--- src/rtl/div_pkg.sv ---
// Shared types and defaults for the restoring divider.
package div_pkg;

    localparam int unsigned DIV_WIDTH_DEFAULT = 32;

    typedef enum logic [1:0] {
        IDLE,
        BUSY,
        DONE
    } div_state_t;

endpackage

--- src/rtl/div_step.sv ---
// One restoring-division step: shift in the next dividend bit, trial-subtract the divisor.
module div_step
    import div_pkg::*;
#(
    parameter int unsigned WIDTH = DIV_WIDTH_DEFAULT
) (
    input  logic [WIDTH:0]   prem_i,
    input  logic [WIDTH-1:0] div_i,
    input  logic             bit_i,
    output logic [WIDTH:0]   prem_o,
    output logic             q_o
);

    logic [WIDTH+1:0] trial_c;

    // Partial remainder stays below the divisor, so the widened trial value never wraps.
    always_comb begin
        trial_c = {prem_i, bit_i};
        q_o     = (trial_c >= (WIDTH+2)'(div_i));
        prem_o  = q_o ? (WIDTH+1)'(trial_c - (WIDTH+2)'(div_i))
                      : (WIDTH+1)'(trial_c);
    end

endmodule

--- src/rtl/divider.sv ---
// Iterative restoring divider, one quotient bit per cycle, MSB first.
// Define DIVIDER_SIGNED_EN to add the is_signed input for truncating signed division.
module divider
    import div_pkg::*;
#(
    parameter int unsigned WIDTH = DIV_WIDTH_DEFAULT
) (
    input  logic             clk,
    input  logic             rst,
    input  logic             valid_in,
    input  logic [WIDTH-1:0] a,
    input  logic [WIDTH-1:0] b,
`ifdef DIVIDER_SIGNED_EN
    input  logic             is_signed,
`endif
    output logic             busy,
    output logic             valid_out,
    output logic [WIDTH-1:0] q,
    output logic [WIDTH-1:0] rem,
    output logic             div_by_zero
);

    div_state_t       state_q;
    logic [WIDTH-1:0] cnt_q;
    logic [WIDTH-1:0] dvd_q;
    logic [WIDTH-1:0] dvs_q;
    logic [WIDTH:0]   prem_q;
    logic             neg_quo_q;
    logic             neg_rem_q;

    logic             accept_c;
    logic             sgn_c;
    logic [WIDTH-1:0] a_mag_c;
    logic [WIDTH-1:0] b_mag_c;
    logic [WIDTH:0]   prem_c;
    logic             qbit_c;
    logic [WIDTH-1:0] quo_raw_c;
    logic [WIDTH-1:0] quo_d;
    logic [WIDTH-1:0] rem_d;

    div_step #(.WIDTH(WIDTH)) u_step (
        .prem_i (prem_q),
        .div_i  (dvs_q),
        .bit_i  (dvd_q[WIDTH-1]),
        .prem_o (prem_c),
        .q_o    (qbit_c)
    );

    // Operand magnitudes at accept and sign-corrected results on the final step.
    always_comb begin
        sgn_c = 1'b0;
`ifdef DIVIDER_SIGNED_EN
        sgn_c = is_signed;
`endif
        accept_c  = valid_in && (state_q != BUSY);
        a_mag_c   = (sgn_c && a[WIDTH-1]) ? -a : a;
        b_mag_c   = (sgn_c && b[WIDTH-1]) ? -b : b;
        quo_raw_c = WIDTH'({dvd_q, qbit_c});
        quo_d     = neg_quo_q ? -quo_raw_c : quo_raw_c;
        rem_d     = neg_rem_q ? -prem_c[WIDTH-1:0] : prem_c[WIDTH-1:0];
    end

    // dvd_q shifts dividend bits out of the top while quotient bits enter at the bottom.
    always_ff @(posedge clk) begin
        if (rst) begin
            state_q     <= IDLE;
            cnt_q       <= '0;
            dvd_q       <= '0;
            dvs_q       <= '0;
            prem_q      <= '0;
            neg_quo_q   <= 1'b0;
            neg_rem_q   <= 1'b0;
            busy        <= 1'b0;
            valid_out   <= 1'b0;
            q           <= '0;
            rem         <= '0;
            div_by_zero <= 1'b0;
        end else begin
            valid_out <= 1'b0;
            case (state_q)
                BUSY: begin
                    prem_q <= prem_c;
                    dvd_q  <= quo_raw_c;
                    cnt_q  <= cnt_q + WIDTH'(1);
                    if (cnt_q == WIDTH'(WIDTH - 1)) begin
                        state_q     <= DONE;
                        cnt_q       <= '0;
                        busy        <= 1'b0;
                        valid_out   <= 1'b1;
                        q           <= quo_d;
                        rem         <= rem_d;
                        div_by_zero <= 1'b0;
                    end
                end
                default: begin
                    if (accept_c) begin
                        dvd_q     <= a_mag_c;
                        dvs_q     <= b_mag_c;
                        prem_q    <= '0;
                        cnt_q     <= '0;
                        neg_quo_q <= sgn_c && (a[WIDTH-1] ^ b[WIDTH-1]);
                        neg_rem_q <= sgn_c && a[WIDTH-1];
                        if (b == '0) begin
                            state_q     <= DONE;
                            valid_out   <= 1'b1;
                            q           <= '1;
                            rem         <= a;
                            div_by_zero <= 1'b1;
                        end else begin
                            state_q <= BUSY;
                            busy    <= 1'b1;
                        end
                    end else begin
                        state_q <= IDLE;
                    end
                end
            endcase
        end
    end

endmodule

--- config.mk ---
export PLATFORM = sky130hd
export DESIGN_NAME = divider
export DESIGN_NICKNAME = d
export VERILOG_FILES = /design/src/rtl/div_pkg.sv /design/src/rtl/div_step.sv /design/src/rtl/divider.sv
export SDC_FILE = /design/constraint.sdc
export NUM_CORES = 1
export LEC_CHECK = 0
export ABC_AREA = 1
export CELL_PAD_IN_SITES_DETAIL_PLACEMENT = 1
export CELL_PAD_IN_SITES_GLOBAL_PLACEMENT = 1
export CORE_ASPECT_RATIO = 0.6
export CORE_MARGIN = 3
export CORE_UTILIZATION = 30
export CTS_CLUSTER_DIAMETER = 100
export DETAILED_ROUTE_END_ITERATION = 7
export HOLD_SLACK_MARGIN = 0.12
export MAX_ROUTING_LAYER = met4
export PLACE_DENSITY_LB_ADDON = 0.1
export REMOVE_ABC_BUFFERS = 1
export SLEW_MARGIN = 15
export SYNTH_ARGS = -nofsm -noshare
export SYNTH_HDL_FRONTEND = slang
export SYNTH_HIERARCHICAL = 1
export SYNTH_SLANG_ARGS = --single-unit
--- constraint.sdc ---
create_clock -name clk -period 3.1 [get_ports clk]
set_clock_uncertainty 0.05 [all_clocks]
set_input_delay 0.62 -clock clk [delete_from_list [all_inputs] [get_ports clk]]
set_output_delay 0.62 -clock clk [all_outputs]
set_load 0.005 [all_outputs]
# Yosys cells after proc, flatten, opt, wreduce, memory -nomap -nowiden
# Cells that the tools add are included.
# word_totals
out_inout_bits,67
wordCells,57
register_bits,198
in_bits,67
# classes
n_reduce_logical,7
n_addsub,2
bitwise,1
mux,31
magnitude_cmp,1
n_eq_ne,5
# ops
operator,count
$mux 32,13
$mux 33,3
$ge 34x32->1,1
$sub 33x32->33,1
$add 32x1->32 const B,1
$eq 32x5->1 const B,1
$logic_not 32->1,1
$mux 1,11
$mux 2,4
$reduce_and 3->1,2
$ne 2x1->1 const B,2
$reduce_bool 2->1,2
$eq 2x1->1 const B,1
$ne 2x2->1 const B,1
$reduce_and 2->1,1
$logic_and 1x1->1,1
$not 1->1,1

# Logic depth before layout (Yosys ltp)
# Gate-level depths: netlist of the first run.
# depth
word_depth,4
ltp_mapped,21
mapped_depth_nobuf,21

# By module
# Netlist of the first run, hierarchy kept.
# modules_own_cells
module,area_each_um2,instances,cells_per_inst,seq_area_each_um2
divider,8991.1,1,1379,3963.8
div_step,3308.2,1,705,0.0

# Least setup slack after synthesis of the first run
# OpenSTA, ideal clock, no wires.
# synth_timing
kind,reg-to-reg
from,register dvd_q[31]
to,register rem[31]
required_time_ns,2.937
arrival_ns,2.072
stages_incl_launch_ff,20
setup_slack_ns,0.865
period_less_slack_ns,2.235
setup_time_ns,0.113
path_buffers,1
cell_sequence,dfxtp_1 -> inv_1 -> ha_1 -> inv_1 -> fa_1 -> nand3_1 -> nand3_2 -> nand2_1 -> nand2_1 -> nand2_2 -> nand3_4 -> buf_6 -> nand2_1 -> nand2_1 -> nand2_1 -> o21ai_0 -> inv_1 -> nand2_1 -> nand2_1 -> nor2_1
# synth_via
elab_chain_cells,4
# synth_lines
item,line_no,text
start: declaration,divider.sv:25,logic [WIDTH-1:0] dvd_q;
start signal: assignment,divider.sv:83,dvd_q <= quo_raw_c;
start signal: assignment,divider.sv:97,dvd_q <= a_mag_c;
$sub 33x32->33 / $ge 34x32->1 (equally long branches),"div_step.sv:20, div_step.sv:19",
$mux 33 *,div_step.sv:20,prem_o = q_o ? (WIDTH+1)'(trial_c - (WIDTH+2)'(div_i))
via prem_c[31],divider.sv:35,logic [WIDTH:0] prem_c;
$mux 32 *,divider.sv:85,if (cnt_q == WIDTH'(WIDTH - 1)) begin
$mux 32 *,divider.sv:80,case (state_q)
end signal: assignment,divider.sv:91,rem <= rem_d;
end: declaration,divider.sv:19,"output logic [WIDTH-1:0] rem,"
# Mark *: on every way through the listed nets, which the timed path passes. The rest lies on a longest branch. The select of a mux whose other input is x is not followed.
# A chain may end at the register's enable or synchronous reset.

# Worst setup path in the final report of the first run
# layout_timing
from,register dvs_q[25]
to,register rem[3]
# layout_via
elab_chain_cells,4
# layout_lines
item,line_no,text
start: declaration,divider.sv:26,logic [WIDTH-1:0] dvs_q;
start signal: assignment,divider.sv:98,dvs_q <= b_mag_c;
$ge 34x32->1,div_step.sv:19,q_o = (trial_c >= (WIDTH+2)'(div_i));
via qbit_c,divider.sv:36,logic qbit_c;
$mux 33,div_step.sv:20,
via prem_c[3],divider.sv:35,
$mux 32,divider.sv:85,
$mux 32,divider.sv:80,
# The timed path passes the listed nets, and every way through them passes these cells. The select of a mux whose other input is x is not followed.

==> results of run 1 <==
sequential cells by signal, summed over array words and instances (netlist names):
register,cells
cnt_q,32
valid_out,1
busy,1
dvs_q,32
prem_q,33
dvd_q,32
q,32
rem,32
state_q,2
div_by_zero,1
cell families after synthesis:
| group | after synthesis |
|---|---|
| simple gates | 1208 |
| buf+inv | 365 |
| compound gates | 260 |
| flops | 198 |
| fa+ha+maj | 34 |
| xor+xnor | 19 |
per-layer routing:
metal  up-vias  track usage [%]  wire (um)
li1       6639                -          -
met1      6152            32.32      24760
met2       197            32.18      18980
met3        17            3.729       1861
met4         0            2.763        217
met5         -                -          0
worst min-delay path: cells and delay by family, from the launching register on:
family	cells	cell delay, ns
DFF	1	0.32
and+or+nand+nor	1	0.06
AOI/OAI and AO/OA	1	0.05
through the flow:
step	cell area [um2]	power, uW	std cells	utilization, %	TNS (ns)
floorplan	11810	4297	1996	-	-646.61
global placement	14220	5196	2698	35.80	0
detailed placement	14220	5239	2698	35.80	0
CTS	14840	7662	2730	37.36	0
global route	14870	8132	2730	37.42	-0.003440
finish	14870	7612	2731	37.42	0
synthesized netlist by cell type (3+ instances only):
cell type,instances,area [um2]
buf_6,15,168.9
inv_1,273,1025
dfxtp_1,198,3964
buf_1,6,22.52
nor2_1,326,1224
nand2_2,6,37.54
nand3_1,76,380.4
nor3_1,10,50.05
xor2_1,19,166.4
o21ai_0,136,680.7
nor2_2,28,175.2
nand4_1,38,237.7
a21oi_1,121,605.6
nand2_1,709,2661
ha_1,33,412.9
inv_2,3,11.26
clkbuf_1,46,172.7
and2_1,6,37.54
buf_2,19,95.09
report_power, final:
part           total [uW]  internal [uW]  leakage (uW)  switching (uW)
clock network        2390           1190      0.000299            1200
logic                2470            777       0.00492            1690
registers            2750           2660       0.00161            92.3
final timing paths:
path	from	endpoint	slack, ns	cells after the start
max reg2reg	dvs_q[25]	rem[3]	0.26	19
min	div_by_zero	div_by_zero	0.42	2
min reg2reg	div_by_zero	div_by_zero	0.42	2
max	dvs_q[25]	rem[3]	0.26	19
cell type report:
class	count	share of cell area, %
Antenna cell	1	0.01683
Clock buffer	18	2.954
Clock inverter	14	1.212
Inverter	277	7.002
Multi-Input combinational cell	1521	45.98
Sequential cell	198	26.66
Tap cell	522	4.393
Timing Repair Buffer	180	11.78
==> qor.log, run 1 <==
qor: finish.layout.nets 2296
qor: synth.ys.flop_type dfxtp_1
qor: pwr.vdd_drop_max 0.3300 mV
qor: global_route.grtUsageTotal 21.99%
qor: setup_path.worstPathCellList inv_1 > ha_1 > nand2_1 > nor2_2 > inv_1 > nor2_2 > inv_1 > nor2_1 > nand2_4 > nand3_4 > buf_6 > nand2_1 > nand2_1 > nand2_1 > o21ai_0 > inv_1 > nand2_1 > nand2_1 > nor2_1
qor: pwr.total_leakage_power 0.006826 uW
qor: setup_path.path_class reg -> reg
qor: clock_tree.cts_hold_repair.buffers 0
qor: setup_path.end_kind flop
qor: pwr.p_per_area 512.0 nW/um2
qor: clock_tree.cts_buffer_depth 2
qor: setup_path.critical_path.startpoint_type flop
qor: synth.synth-compound-area-share 10.62%
qor: global_route.antenna_violations_before_repair 1
qor: clock_tree.clock_insertion_delay_worst_skew 0.46 ns
qor: clock_tree.cts.htree.levels 4
qor: run_status.outcome finished clean
qor: timing.timing.hold.ws 0.4177 ns
qor: synth.synth_seq_cells 198
qor: timing.finalHoldViolations 0
qor: finish.seqCellArea 3964 um2
qor: run.maxCapViolations 0
qor: global_route.number_of_global_route_vias_before_repair 13010
qor: finish.most_frequent_cells_in_the_layout nand2_1 (709), nor2_1 (321), inv_1 (272)
qor: floorplan.io_pins 134
qor: setup_path.crit_path_top_delay_cell ha_1
qor: timing.pnr_worst_setup_slack 0.2562 ns
qor: synth.yosys.area_share.adder 3.520%
qor: placed_design.port_buffers 133
qor: timing.timing_max_transition_violations_final 0
qor: floorplan.start_util 30.96%
qor: route.num_vias 13010
qor: synth.syn_inst 2084
qor: synth.synth_simple_gate_area_share 39.81%
qor: setup_path.crit_family simple AND/OR/NAND/NOR gates
qor: setup_path.critical_path_required 3.45 ns
qor: floorplan.rows 56
qor: floorplan.die_x 267.4 um
qor: synth.combinational_family_with_the_most_area_after_synthesis simple AND/OR/NAND/NOR gates
qor: setup_path.cell_type_with_the_highest_occurrence_count_on_the_critical_path nand2_1
qor: placed_design.dp.final_hpwl 36.28 mm
qor: synth.synthesis.yosys.warnings 6
qor: synth.mappedNetlistArea 12300 um2
qor: timing.finalCriticalPeriod 2.844 ns
qor: placed_design.place_congestion 0.9100
qor: finish.syn2layout_area_growth 20.88%
qor: route.post-route-drc-count 0
qor: setup_path.worst_ep_arrival_time 3.19 ns
qor: setup_path.cp.buffers_inverters 5
qor: synth.synth_cell_types 31
qor: finish.share_of_final_layout_standard_cells_stronger_than_drive_strength_1 5.933%
qor: floorplan.die_height 162.8 um
qor: floorplan.fp.dieArea 43540 um2
qor: synth.synth_edf_count 0
qor: timing.min_period_over_period 91.74%
qor: route.avgViaCountPerCell 4.762
qor: clock_tree.post_cts.repair.setup_buffers 0
qor: worst_hold_path.holdCritPathClass reg -> reg
qor: global_route.gr-total-overflow 0
qor: floorplan.core_region_area 39730 um2
qor: finish.layout_commonest_cell nand2_1
qor: route.wl_per_cell 16.78 um
qor: route.dr.pass1.iters 5
qor: clock_tree.cts_num_sinks 198
qor: setup_path.crit_path_max_fanout 15
qor: timing.headroom_to_the_max_slew_limit 48.75%
qor: synth.post_synth.cell_area_avg 5.902 um2
qor: timing.fmax 351.6 MHz
qor: route.final_antenna_net_count 0
qor: global_route.first_pass_grt_wire_length 72.71 mm
qor: placed_design.pre_cts_slack 0.06761 ns
qor: synth.seq_area_frac_synth 32.23%
qor: timing.worstMarginPinSlew 0.7688 ns
qor: clock_tree.clock_tree_from_tritoncts built
qor: clock_tree.cts_buffers 17
qor: finish.multiInputGateArea 6837 um2
qor: synth.muxShareOfSynthArea 0%
qor: route.drt-total-wl 45.82 mm
qor: route.detailedRoute.firstIterationViolations 783
qor: clock_tree.cts_resized 0
qor: clock_tree.clockRootBuffer clkbuf_16
qor: synth.async_flop_share 0%
qor: finish.fillerInstances 5292
qor: timing.number_of_failing_setup_endpoints_in_the_final_timing_report 0
qor: synth.synthXorXnorAreaFrac 1.353%
qor: global_route.grt_max_degree 57
qor: setup_path.timing.critical_path.slowest_cell_delay 0.35 ns
qor: clock_tree.clk_pin_slew_worst_setup_hold_paths 0.09 ns
No activity file was read; power rests on OpenSTA's default activity.
==> run 2, diff against run 1 <==
- HOLD_SLACK_MARGIN: 0.12 -> 0.06
==> results of run 2 <==
Final layout, timing and power as in run 1 (identical DEF).
==> run 3, diff against run 2 <==
- CORE_UTILIZATION: 30 -> 40
- CTS_CLUSTER_DIAMETER: 100 -> 80
==> qor.log, run 3 (same netlist as run 1, synthesis figures left out) <==
qor: run_status.outcome finished clean
qor: finish.top_register prem_q
qor: setup_path.worst_r2r_path_depth 19 [unchanged]
qor: setup_path.crit_path_top_delay_cell nor3_1
qor: setup_path.rrSetupSlack 0.25 ns [about the same]
qor: route.detailedRoute.firstIterationViolations 1025 [+31%]
qor: finish.layout.nets 2276 [-0.87%]
qor: floorplan.die_height 141.8 um [-13%]
qor: setup_path.end_kind flop
qor: clock_tree.cts_num_sinks 198 [unchanged]
qor: finish.share_of_final_layout_standard_cells_stronger_than_drive_strength_1 5.027% [-0.91 points]
qor: timing.finalHoldViolations 0 [unchanged]
qor: setup_path.timing.critical_path.slowest_cell_delay 0.48 ns [+0.13 ns]
qor: route.wl_per_cell 18.05 um [+7.6%]
qor: timing.timing.hold.ws 0.4321 ns [+0.01442 ns]
qor: floorplan.rows 49 [-13%]
qor: timing.min_period_over_period 92.01% [+0.28 points]
qor: timing.rsz0062_at_grt true
qor: finish.syn2layout_area_growth 18.10%
qor: global_route.grtUsageTotal 29.44% [+7.4 points]
qor: floorplan.fp.dieArea 32960 um2 [-24%]
qor: setup_path.path_class reg -> reg
qor: route.dr.pass1.iters 5 [unchanged]
qor: floorplan.start_util 40.86% [+9.9 points]
qor: clock_tree.clockRootBuffer clkbuf_16
qor: global_route.number_of_global_route_vias_before_repair 13140 [+1.0%]
qor: clock_tree.cts_hold_repair.buffers 0 [unchanged]
qor: finish.most_frequent_cells_in_the_layout nand2_1 (708), nor2_1 (322), inv_1 (272)
qor: timing.fmax 350.6 MHz [-0.30%]
qor: setup_path.critical_r2r_launch dvs_q[18]
qor: worst_hold_path.hold_path_startpoint div_by_zero
qor: clock_tree.cts_buffers 17 [unchanged]
qor: setup_path.critical_path.startpoint_type flop
qor: floorplan.io_pins 134 [unchanged]
qor: route.avgViaCountPerCell 5.176 [+8.7%]
qor: setup_path.crit_family simple AND/OR/NAND/NOR gates
qor: setup_path.cell_type_with_the_highest_occurrence_count_on_the_critical_path nand2_1
qor: finish.antenna_cells 0 [-1]
qor: placed_design.area_post_placement 13930 um2 [-2.1%]
qor: clock_tree.clk_pin_slew_worst_setup_hold_paths 0.08 ns [about the same]
qor: worst_hold_path.worstHoldEndpoint div_by_zero
qor: setup_path.crit_path_max_fanout 5 [-10]
qor: timing.headroom_to_the_max_slew_limit 41.83% [-6.9 points]
qor: clock_tree.cts.htree.levels 4 [unchanged]
qor: global_route.antenna_violations_before_repair 0 [-1]
qor: finish.stdcell_area 14530 um2 [-2.3%]
qor: clock_tree.clock_tree_from_tritoncts built
qor: route.num_vias 13440 [+3.3%]
qor: finish.layout_commonest_cell nand2_1
qor: placed_design.port_buffers 133 [unchanged]
qor: worst_hold_path.hold_depth 2 [unchanged]
qor: global_route.grt_max_degree 68 [+19%]
qor: global_route.first_pass_grt_wire_length 73.63 mm [+1.3%]
qor: floorplan.core_region_area 30100 um2 [-24%]
qor: pwr.total_leakage_power 0.006693 uW [-1.9%]
qor: pwr.vdd_drop_max 0.4018 mV [+22%]
qor: timing.number_of_failing_setup_endpoints_in_the_final_timing_report 0 [unchanged]
qor: route.final_antenna_net_count 0 [unchanged]
qor: route.drt-total-wl 46.86 mm [+2.3%]
qor: placed_design.place_congestion 0.9478 [+4.2%]
qor: setup_path.worstPathCellList inv_1 > ha_1 > nand2_1 > inv_2 > nand2_1 > nor3_1 > and2_1 > nand2_1 > nand2_1 > nand2_1 > nand2_1 > nand2_1 > nand2_1 > nand2_1 > o21ai_0 > inv_1 > nand2_1 > nand2_1 > nor2_1
qor: setup_path.worst_ep_arrival_time 3.19 ns [about the same]
qor: pwr.p_per_area 518.5 nW/um2 [+1.3%]
qor: placed_design.dp.final_hpwl 35.65 mm [-1.7%]
qor: setup_path.crit-reg2reg-capture rem[30]
qor: timing.worstMarginPinSlew 0.8726 ns [+0.1038 ns]
qor: timing.finalCriticalPeriod 2.852 ns [+0.008546 ns]
qor: floorplan.die_x 232.4 um [-13%]
qor: timing.timing_max_transition_violations_final 0 [unchanged]
qor: setup_path.critical_path_required 3.44 ns [about the same]
qor: finish.largest_register_ff_count 33 [unchanged]
qor: timing.totalNegativeSetupSlack 0 ns [unchanged]
qor: pwr.power.total 7532 uW [-1.1%]
qor: worst_hold_path.holdCritPathClass reg -> reg
qor: setup_path.cp.buffers_inverters 3 [-2]
qor: clock_tree.clock_insertion_delay_worst_skew 0.46 ns [about the same]
qor: clock_tree.cts_buffer_depth 2 [unchanged]
qor: route.post-route-drc-count 0 [unchanged]
qor: run.maxCapViolations 0 [unchanged]
qor: global_route.gr-total-overflow 0 [unchanged]
## run 3: changes by cell type in the layout (fill, tap and decap cells not counted), sizes merged
cell and delta:
buf -20, clkinvlp +1, clkbuf -1, diode -1
## run 3: what timing repair did
action | in CTS | in global routing
setup endpoints to repair | 0 | 10
buffers inserted | 0 | 0
gates resized for setup | 0 | 3
## run 3: area by class of cell
class | count | area, um2
Fill cell | 4180 | 15580
Multi-Input combinational cell | 1521 | 6829
Sequential cell | 198 | 3964
Timing Repair Buffer | 160 | 1594
Inverter | 277 | 1040
Tap cell | 408 | 510.5
Clock buffer | 17 | 425.4
Clock inverter | 15 | 162.7
## run 3: worst max path at each step
stage | start | endpoint | slack (ns) | depth (start not counted)
after global routing | prem_q[22] | rem[24] | -0.008 | 17
after CTS | dvs_q[25] | rem[17] | 0.25 | 18
after floorplan | state_q[0] | cnt_q[0] | -3.99 | 5
after detailed placement | b[28] | rem[25] | 0.09 | 12
after global placement | b[28] | q[19] | 0.20 | 12
final | dvs_q[18] | rem[30] | 0.25 | 19
## run 3: per-layer routing
layer	vias to the layer above	wire length, um	GRT usage (%)
li1	6595	-	-
met1	6478	23530	42.36
met2	328	19970	43.61
met3	35	2748	4.535
met4	0	611	6.024
met5	-	0	-
## run 3: per-stage QoR
stage	utilization, %	std cells	setup WS, ns
floorplan	-	1996	-3.994
global placement	46.27	2564	0.2039
detailed placement	46.27	2564	0.09063
CTS	48.23	2596	0.2454
global route	48.25	2596	-0.008362
finish	48.25	2596	0.2476
## run 3: where the power goes
group | switching (uW) | internal [uW]
logic | 1710 | 735
registers | 94.1 | 2660
clock network | 1190 | 1150
total | 2990 | 4540
## run 3: worst min-delay path: cells and delay by family, from the launching register on
family             cells  cell delay [ns]
DFF                    1             0.32
and+or+nand+nor        1             0.07
AOI/OAI and AO/OA      1             0.05
